### src/rtl/axis_snapshot_ctrl.sv
// Snapshot capture sequencer for an AXI4-Stream sample tap.
// Arm, hold off N beats, then capture on trigger or timeout.
module axis_snapshot_ctrl #(
    parameter int AXIS_TDATA_WIDTH = 32,
    parameter int CNTR_WIDTH       = 32,
    parameter int TS_WIDTH         = 48
) (
    input  logic                        aclk,
    input  logic                        aresetn,
    input  logic                        cfg_arm,
    input  logic [CNTR_WIDTH-1:0]       cfg_holdoff,
    input  logic [CNTR_WIDTH-1:0]       cfg_timeout,
    input  logic                        trig_flag,
    input  logic [AXIS_TDATA_WIDTH-1:0] s_axis_tdata,
    input  logic                        s_axis_tvalid,
    output logic                        s_axis_tready,
    output logic [AXIS_TDATA_WIDTH-1:0] snap_data,
    output logic [TS_WIDTH-1:0]         snap_ts,
    output logic [1:0]                  sts_state,
    output logic                        sts_done,
    output logic                        sts_timeout,
    output logic [15:0]                 sts_count
);

    typedef enum logic [1:0] {
        ST_IDLE    = 2'd0,
        ST_HOLDOFF = 2'd1,
        ST_ARMED   = 2'd2,
        ST_DONE    = 2'd3
    } state_e;

    state_e                      state_q, state_d;
    logic                        arm_q;
    logic [CNTR_WIDTH-1:0]       holdoff_q, holdoff_d;
    logic [CNTR_WIDTH-1:0]       tmo_q, tmo_d;
    logic [CNTR_WIDTH-1:0]       cnt_q, cnt_d;
    logic [TS_WIDTH-1:0]         ts_q, ts_d;
    logic [AXIS_TDATA_WIDTH-1:0] data_q, data_d;
    logic [TS_WIDTH-1:0]         sts_ts_q, sts_ts_d;
    logic                        done_q, done_d;
    logic                        to_q, to_d;
    logic [15:0]                 count_q, count_d;

    logic arm_edge;
    logic capture;
    logic cap_to;

    always_ff @(posedge aclk) begin
        if (!aresetn) begin
            state_q   <= ST_IDLE;
            arm_q     <= 1'b1;
            holdoff_q <= '0;
            tmo_q     <= '0;
            cnt_q     <= '0;
            ts_q      <= '0;
            data_q    <= '0;
            sts_ts_q  <= '0;
            done_q    <= 1'b0;
            to_q      <= 1'b0;
            count_q   <= '0;
        end else begin
            state_q   <= state_d;
            arm_q     <= cfg_arm;
            holdoff_q <= holdoff_d;
            tmo_q     <= tmo_d;
            cnt_q     <= cnt_d;
            ts_q      <= ts_d;
            data_q    <= data_d;
            sts_ts_q  <= sts_ts_d;
            done_q    <= done_d;
            to_q      <= to_d;
            count_q   <= count_d;
        end
    end

    always_comb begin
        state_d   = state_q;
        holdoff_d = holdoff_q;
        tmo_d     = tmo_q;
        cnt_d     = cnt_q;
        data_d    = data_q;
        sts_ts_d  = sts_ts_q;
        done_d    = done_q;
        to_d      = to_q;
        count_d   = count_q;
        capture   = 1'b0;
        cap_to    = 1'b0;
        arm_edge  = cfg_arm & ~arm_q;
        ts_d      = s_axis_tvalid ? ts_q + TS_WIDTH'(1) : ts_q;

        // Abort on a dropped arm level takes priority over any capture.
        case (state_q)
            ST_IDLE, ST_DONE: begin
                if (arm_edge) begin
                    state_d   = ST_HOLDOFF;
                    holdoff_d = cfg_holdoff;
                    tmo_d     = cfg_timeout;
                    cnt_d     = '0;
                    done_d    = 1'b0;
                    to_d      = 1'b0;
                end
            end
            ST_HOLDOFF: begin
                if (!cfg_arm) begin
                    state_d = ST_IDLE;
                end else if (cnt_q == holdoff_q) begin
                    state_d = ST_ARMED;
                    cnt_d   = '0;
                end else if (s_axis_tvalid) begin
                    cnt_d = cnt_q + CNTR_WIDTH'(1);
                end
            end
            ST_ARMED: begin
                if (!cfg_arm) begin
                    state_d = ST_IDLE;
                end else if (s_axis_tvalid) begin
                    if (trig_flag) begin
                        capture = 1'b1;
                    end else if (tmo_q != '0 &&
                                 cnt_q == tmo_q - CNTR_WIDTH'(1)) begin
                        capture = 1'b1;
                        cap_to  = 1'b1;
                    end else begin
                        cnt_d = cnt_q + CNTR_WIDTH'(1);
                    end
                end
            end
            default: begin
                state_d = ST_IDLE;
            end
        endcase

        if (capture) begin
            state_d  = ST_DONE;
            data_d   = s_axis_tdata;
            sts_ts_d = ts_q;
            done_d   = 1'b1;
            to_d     = cap_to;
            count_d  = count_q + 16'd1;
        end
    end

    assign s_axis_tready = 1'b1;
    assign snap_data     = data_q;
    assign snap_ts       = sts_ts_q;
    assign sts_state     = state_q;
    assign sts_done      = done_q;
    assign sts_timeout   = to_q;
    assign sts_count     = count_q;

endmodule

### config.mk
export PLATFORM = sky130hd
export DESIGN_NAME = axis_snapshot_ctrl
export DESIGN_NICKNAME = d
export VERILOG_FILES = /design/src/rtl/axis_snapshot_ctrl.sv
export SDC_FILE = /design/constraint.sdc
export NUM_CORES = 1
export LEC_CHECK = 0
export ABC_AREA = 1
export BUFFER_PORTS_ARGS = -buffer_cell sky130_fd_sc_hd__buf_2
export CAP_MARGIN = 20
export CORE_MARGIN = 4
export CORE_UTILIZATION = 58
export DETAILED_ROUTE_END_ITERATION = 10
export HOLD_SLACK_MARGIN = 0.03
export PLACE_DENSITY = 0.81
export SYNTH_ARGS = -nofsm -noshare
export SYNTH_HDL_FRONTEND = slang
export SYNTH_SLANG_ARGS = --single-unit
export TNS_END_PERCENT = 10
### constraint.sdc
create_clock -name aclk -period 2.7 [get_ports aclk]
set_input_delay 0.405 -clock aclk [delete_from_list [all_inputs] [get_ports aclk]]
set_output_delay 0.405 -clock aclk [all_outputs]
set_load 0.05 [all_outputs]
# Word level (Yosys, flattened, before mapping)
# Cells that the tools add are included.
# op_classes
addsub	4
eq_ne	15
muxes	28
n_bitwise	2
reduce_logical	10
# op_table
op	count
32-bit two-way mux	8
32-bit one-hot mux with 3 select lines	1
32-bit equality test	2
48-bit by 1-bit adder with 48-bit output, second input constant	1
32-bit by 1-bit adder with 32-bit output, second input constant	1
32-bit nonzero test	1
32-bit by 1-bit subtractor with 32-bit output, second input constant	1
16-bit by 1-bit adder with 16-bit output, second input constant	1
1-bit two-way mux	13
2-bit inequality test, second input constant	6
2-bit two-way mux	5
3-bit inequality test, second input constant	3
7-bit AND reduction	1
2-bit one-hot mux with 3 select lines	1
2-bit equality test, second input constant	2
4-bit inequality test, second input constant	1
2-bit AND reduction	2
2-bit nonzero test	2
3-bit AND reduction	1
2-bit by 1-bit equality test with 1-bit output, second input constant	1
2-bit logical NOT	1
2-bit OR reduction	1
1-bit AND	1
1-bit logical AND	1
1-bit NOT	1
# word_totals
reg_bits	245
input_bits	101
out_inout_bits	101
word_cells	70

# Longest topological paths before layout
# logic_depth
word_depth	10
depth_mapped	22

# Worst setup path after synthesis
# OpenSTA, ideal clock, no wires.
# synth_timing
path_type	register to register
start	reg tmo_q[0]
end	reg count_q[11], in the netlist sts_count[11]
setup_time_ns	0.132
arrival_time_ns	2.346
required_ns	2.568
setup_slack_ns	0.221
path_stages_with_launch	21
path_buffers	3
path_cell_list	dfxtp_1 inv_1 ha_1 nand2_2 nor2_4 buf_6 nand2_4 o21ai_2 nand2_1 nand2_1 nand2_1 nor2_1 nand2_1 nor2_2 nand2_1 nand2_4 nand2_4 buf_2 buf_2 nand2_1 a21oi_1
# synth_between
elab_chain_cells	8
word_cells_on_any_way	9
cone_classes	add/sub (1); eq/ne (1); mux (5); reduce/logical (2)
# synth_lines
element	line	rtl
start: declaration	35	logic [CNTR_WIDTH-1:0] tmo_q, tmo_d;
start signal: assignment	65	tmo_q <= tmo_d;
32-bit by 1-bit subtractor with 32-bit output	120	cnt_q == tmo_q - CNTR_WIDTH'(1)) begin
32-bit equality test	120	
1-bit logical AND (*)	119	end else if (tmo_q != '0 &&
1-bit two-way mux (*)	119	
1-bit two-way mux (*)	117	if (trig_flag) begin
1-bit two-way mux (*)	116	end else if (s_axis_tvalid) begin
1-bit two-way mux (*)	114	if (!cfg_arm) begin
1-bit two-way mux (*)	92	case (state_q)
end signal: assignment	72	count_q <= count_d;
end: declaration	42	logic [15:0] count_q, count_d;
# Every way passes the cells marked *; elsewhere a longest branch is shown, timed or not.
# A chain may end at the register's enable or synchronous reset.

# Worst setup path after layout
# layout_timing
start	reg tmo_q[1]
end	reg sts_ts_q[1], in the netlist snap_ts[1]
# layout_between
elab_chain_cells	8
word_cells_on_any_way	9
cone_classes	add/sub (1); eq/ne (1); mux (5); reduce/logical (2)
# layout_lines
element	line	rtl
32-bit by 1-bit subtractor with 32-bit output	120	
32-bit equality test	120	
1-bit logical AND (*)	119	
1-bit two-way mux (*)	119	
1-bit two-way mux (*)	117	
1-bit two-way mux (*)	116	
1-bit two-way mux (*)	114	
1-bit two-way mux (*)	92	
end signal: assignment	69	sts_ts_q <= sts_ts_d;
end: declaration	39	logic [TS_WIDTH-1:0] sts_ts_q, sts_ts_d;
# Marks and branches as above.

==> reports/results.tsv <==
stage	metric	value	unit
run_status	outcome	complete, but fails checks	
run_status	violations	negative setup slack	
timing	min_period_over_period	101	%
timing	fin_ws	-34.2	ps
die	die_h	158	um
finish	layout.cells.non_filler	2530	
yosys	yosys.area.top_type	dfxtp_1	
min_path	holdPathEnd	tmo_q[15]	
placement	place_inst	2448	
yosys	synth_top_cell_area_share	37.5	%
clocking	clk_latency	560	ps
yosys	yosysSeqAreaShare	37.5	%
die	die_w	158	um
die	core_area	0.0220	mm2
die	io_pins	202	
min_path	hp-start	cfg_timeout[15]	
routing	num_vias	14500	
finish	area_growth	24.3	%
timing	clock_skew	16.1	ps
clocking	cts_buffers	27	
clocking	clk_pin_slew	60	ps
clocking	cts_tree	built	
critical_path	setup.worst_path.end_class	flip-flop	
power_and_ir_drop	power_density	536	mW/mm2
critical_path	worst-path-max-fanout	11	
min_path	hold-path-cell-count	3	
routing	dr.pass1.iters	6	
power_and_ir_drop	power	8.70	mW
min_path	holdCritPathClass	input pin to flip-flop	
yosys	synth_cell_types	38	
critical_path	cp.buffers_inverters	5	
routing	route.antenna.remaining_nets	0	
grt	grt_pass1_wl	68.2	mm
yosys	ys_ff_latch	245	
timing	slew_headroom	34.2	%
timing	final-setup-viol-count	3	
clocking	clock-sinks	245	
routing	dr.first_iter.drc_count	1367	
yosys	syn_inst	2003	
clocking	cts_buffer_depth	3	
timing	period_needed	2730	ps
die	initial_core_util	59.5	%
grt	grt_pass1_vias	13400	
critical_path	r2r_cells	19	
routing	viasPerCell	5.74	
timing	tightest_slew	981	ps
yosys	synth_warnings	0	
critical_path	cp.arrival	3210	ps
critical_path	slowest_delay	330	ps
grt	grt_max_degree	91	
timing	fin_setup_tns	-91.6	ps
yosys	synth_area_per_cell	6.52	um2
critical_path	startpoint_type	flip-flop	
clocking	h-tree-depth	1	
critical_path	timing.critical_path.mode_cell	nor2_1	
die	die_area	0.0250	mm2
critical_path	cpLargestDelayFamily	simple AND/OR/NAND/NOR gates	
placement	place_congestion	0.996	
critical_path	r2r_start	tmo_q[1]	
critical_path	crit_chain	inv_2 -> ha_4 -> nand2_4 -> nor2_4 -> buf_12 -> buf_4 -> nand4_1 -> nand2_2 -> o21ai_1 -> nor2_1 -> nand2_1 -> nor2_2 -> nand2_2 -> nand2_8 -> nand2_8 -> clkinv_8 -> clkbuf_16 -> nor2_1 -> nor2_1	
routing	post-route-drc-count	0	
critical_path	slowest_stage	dfxtp_2	
finish	drive_gt1_share	19.7	%
critical_path	crit_type	flip-flop to flip-flop	
grt	overflow	0	
routing	wl_per_cell	18.2	um
timing	max_freq	366	MHz
grt	grt_antenna_before_repair	3	
flow_run	cap_violations	0	
yosys	synthTopCellsByArea	dfxtp_1 38%, nand2_1 11%, nor2_1 10%	
critical_path	r2r_slack	-30	ps
clocking	cts.root.buffer_cell	clkbuf_16	
clocking	cts-hold-fix-buffers	0	
power_and_ir_drop	peakVddDrop	0.598	mV
yosys	ys.flop_type	dfxtp_1	
yosys	syn_area	0.0131	mm2
yosys	async_reset_ff_share	0	%
grt	grt_use_total	33.4	%
yosys	syn_nets	2111	
yosys	synth_edf_count	0	
timing	rsz0062_at_grt	true	
routing	routed_wl	46.0	mm
timing	final_max_slew_viol_count	0	
finish	nets	2335	
placement	place_hpwl	31.1	mm
power_and_ir_drop	total_leakage_power	6.71	nW
placement	port_buffers	200	
die	rows	54	
critical_path	timing.rr.end	snap_ts[1]	
timing	hold_viol	0	
critical_path	required	3180	ps
## synthesized netlist by cell type (13+ instances only)
cell	count
nand4_1	66
inv_1	193
xnor2_1	20
nor2_2	16
buf_2	13
nand2_1	379
a21oi_1	152
nor2_1	365
nor3_1	57
o21ai_0	177
clkbuf_1	77
xor2_1	56
nand3_1	108
dfxtp_1	245
## state kept, by name, indices dropped and copies added, names as in the netlist
signal,count
cnt_q,32
holdoff_q,32
tmo_q,32
sts_done,1
sts_state,2
sts_timeout,1
sts_count,16
snap_ts,48
ts_q,48
arm_q,1
snap_data,32
## power breakdown
part	internal [mW]	switching, mW
logic	0.418	0.713
clock network	2.23	1.58
registers	3.68	0.0755
total	6.33	2.37
## cells by family after synthesis
kind of cell | share of synthesized area (%)
buffers and inverters | 9.29
AOI/OAI and AO/OA | 13.9
adders and majority gates | 0.670
xor gates and xnor gates | 5.10
other | 0.0287
DFF | 37.5
and+or+nand+nor | 33.4
## through the flow
stage	util, %	setup WS [ps]	cell area (um2)	hold slack [ps]
floorplan	-	221	13100	444
global placement	66.2	69.0	14500	452
detailed placement	66.2	10.1	14500	457
CTS	70.4	22.8	15500	69.2
global route	73.9	-177	16200	79.2
finish	73.9	-34.2	16200	73.9
## worst min-delay path, cell delays in order
cell and delay (ps):
buf_2 80, nor2_1 30, nor2_1 80
## how the worst max path moves through the flow
stage,start,cells past startpoint,endpoint,slack [ps]
2_1_floorplan,tmo_q[0],20,sts_count[11],220
3_3_place_gp,tmo_q[2],17,snap_ts[4],70
3_5_place_dp,tmo_q[1],20,snap_data[30],10
4_1_cts,tmo_q[1],20,snap_data[30],20
5_1_grt,tmo_q[1],19,snap_ts[32],-180
6_report,tmo_q[1],19,snap_ts[1],-30
## cell usage in the layout, fill, tap and decap left out, drive strengths merged
cell type,instances
nand2,387
inv,194
xnor2,20
nand3,108
nor3,57
ha,7
buf,285
o211ai,1
nand4,66
nor4,12
clkinvlp,2
or2,2
diode,2
o21bai,2
or3,2
a22oi,2
o21a,9
a211oi,2
dfxtp,245
nand3b,2
o21ai,185
a31oi,1
clkbuf,48
bufinv,2
a21oi,152
xor2,56
clkinv,10
nor3b,3
conb,1
nor2,385
## final cells by class
| class | count | area, um2 |
|---|---|---|
| multi-input combinational | 1462 | 7240 |
| fill | 1787 | 5730 |
| sequential | 245 | 4910 |
| timing repair buffer | 295 | 2040 |
| clock buffer | 38 | 787 |
| inverter | 195 | 746 |
| tap | 280 | 350 |
| clock inverter | 12 | 130 |
| timing repair inverter | 1 | 16.3 |
| antenna | 2 | 5.00 |
## repair_timing
action,4_1_cts,5_1_grt
setup buffers,0,8
pin swaps,1,35
cloned,0,22
endpoints found under the setup margin,2,134
gates resized for setup,2,136
hold endpoints to repair,0,0
## metal layers
layer	up-vias	track usage (%)	routed length [um]
met4	2	12.3	2370
met2	737	58.0	22000
met3	180	4.16	3640
li1	6945	-	-
met1	6660	42.7	18000
met5	-	0	13
Power figures use the tool's default switching activity.
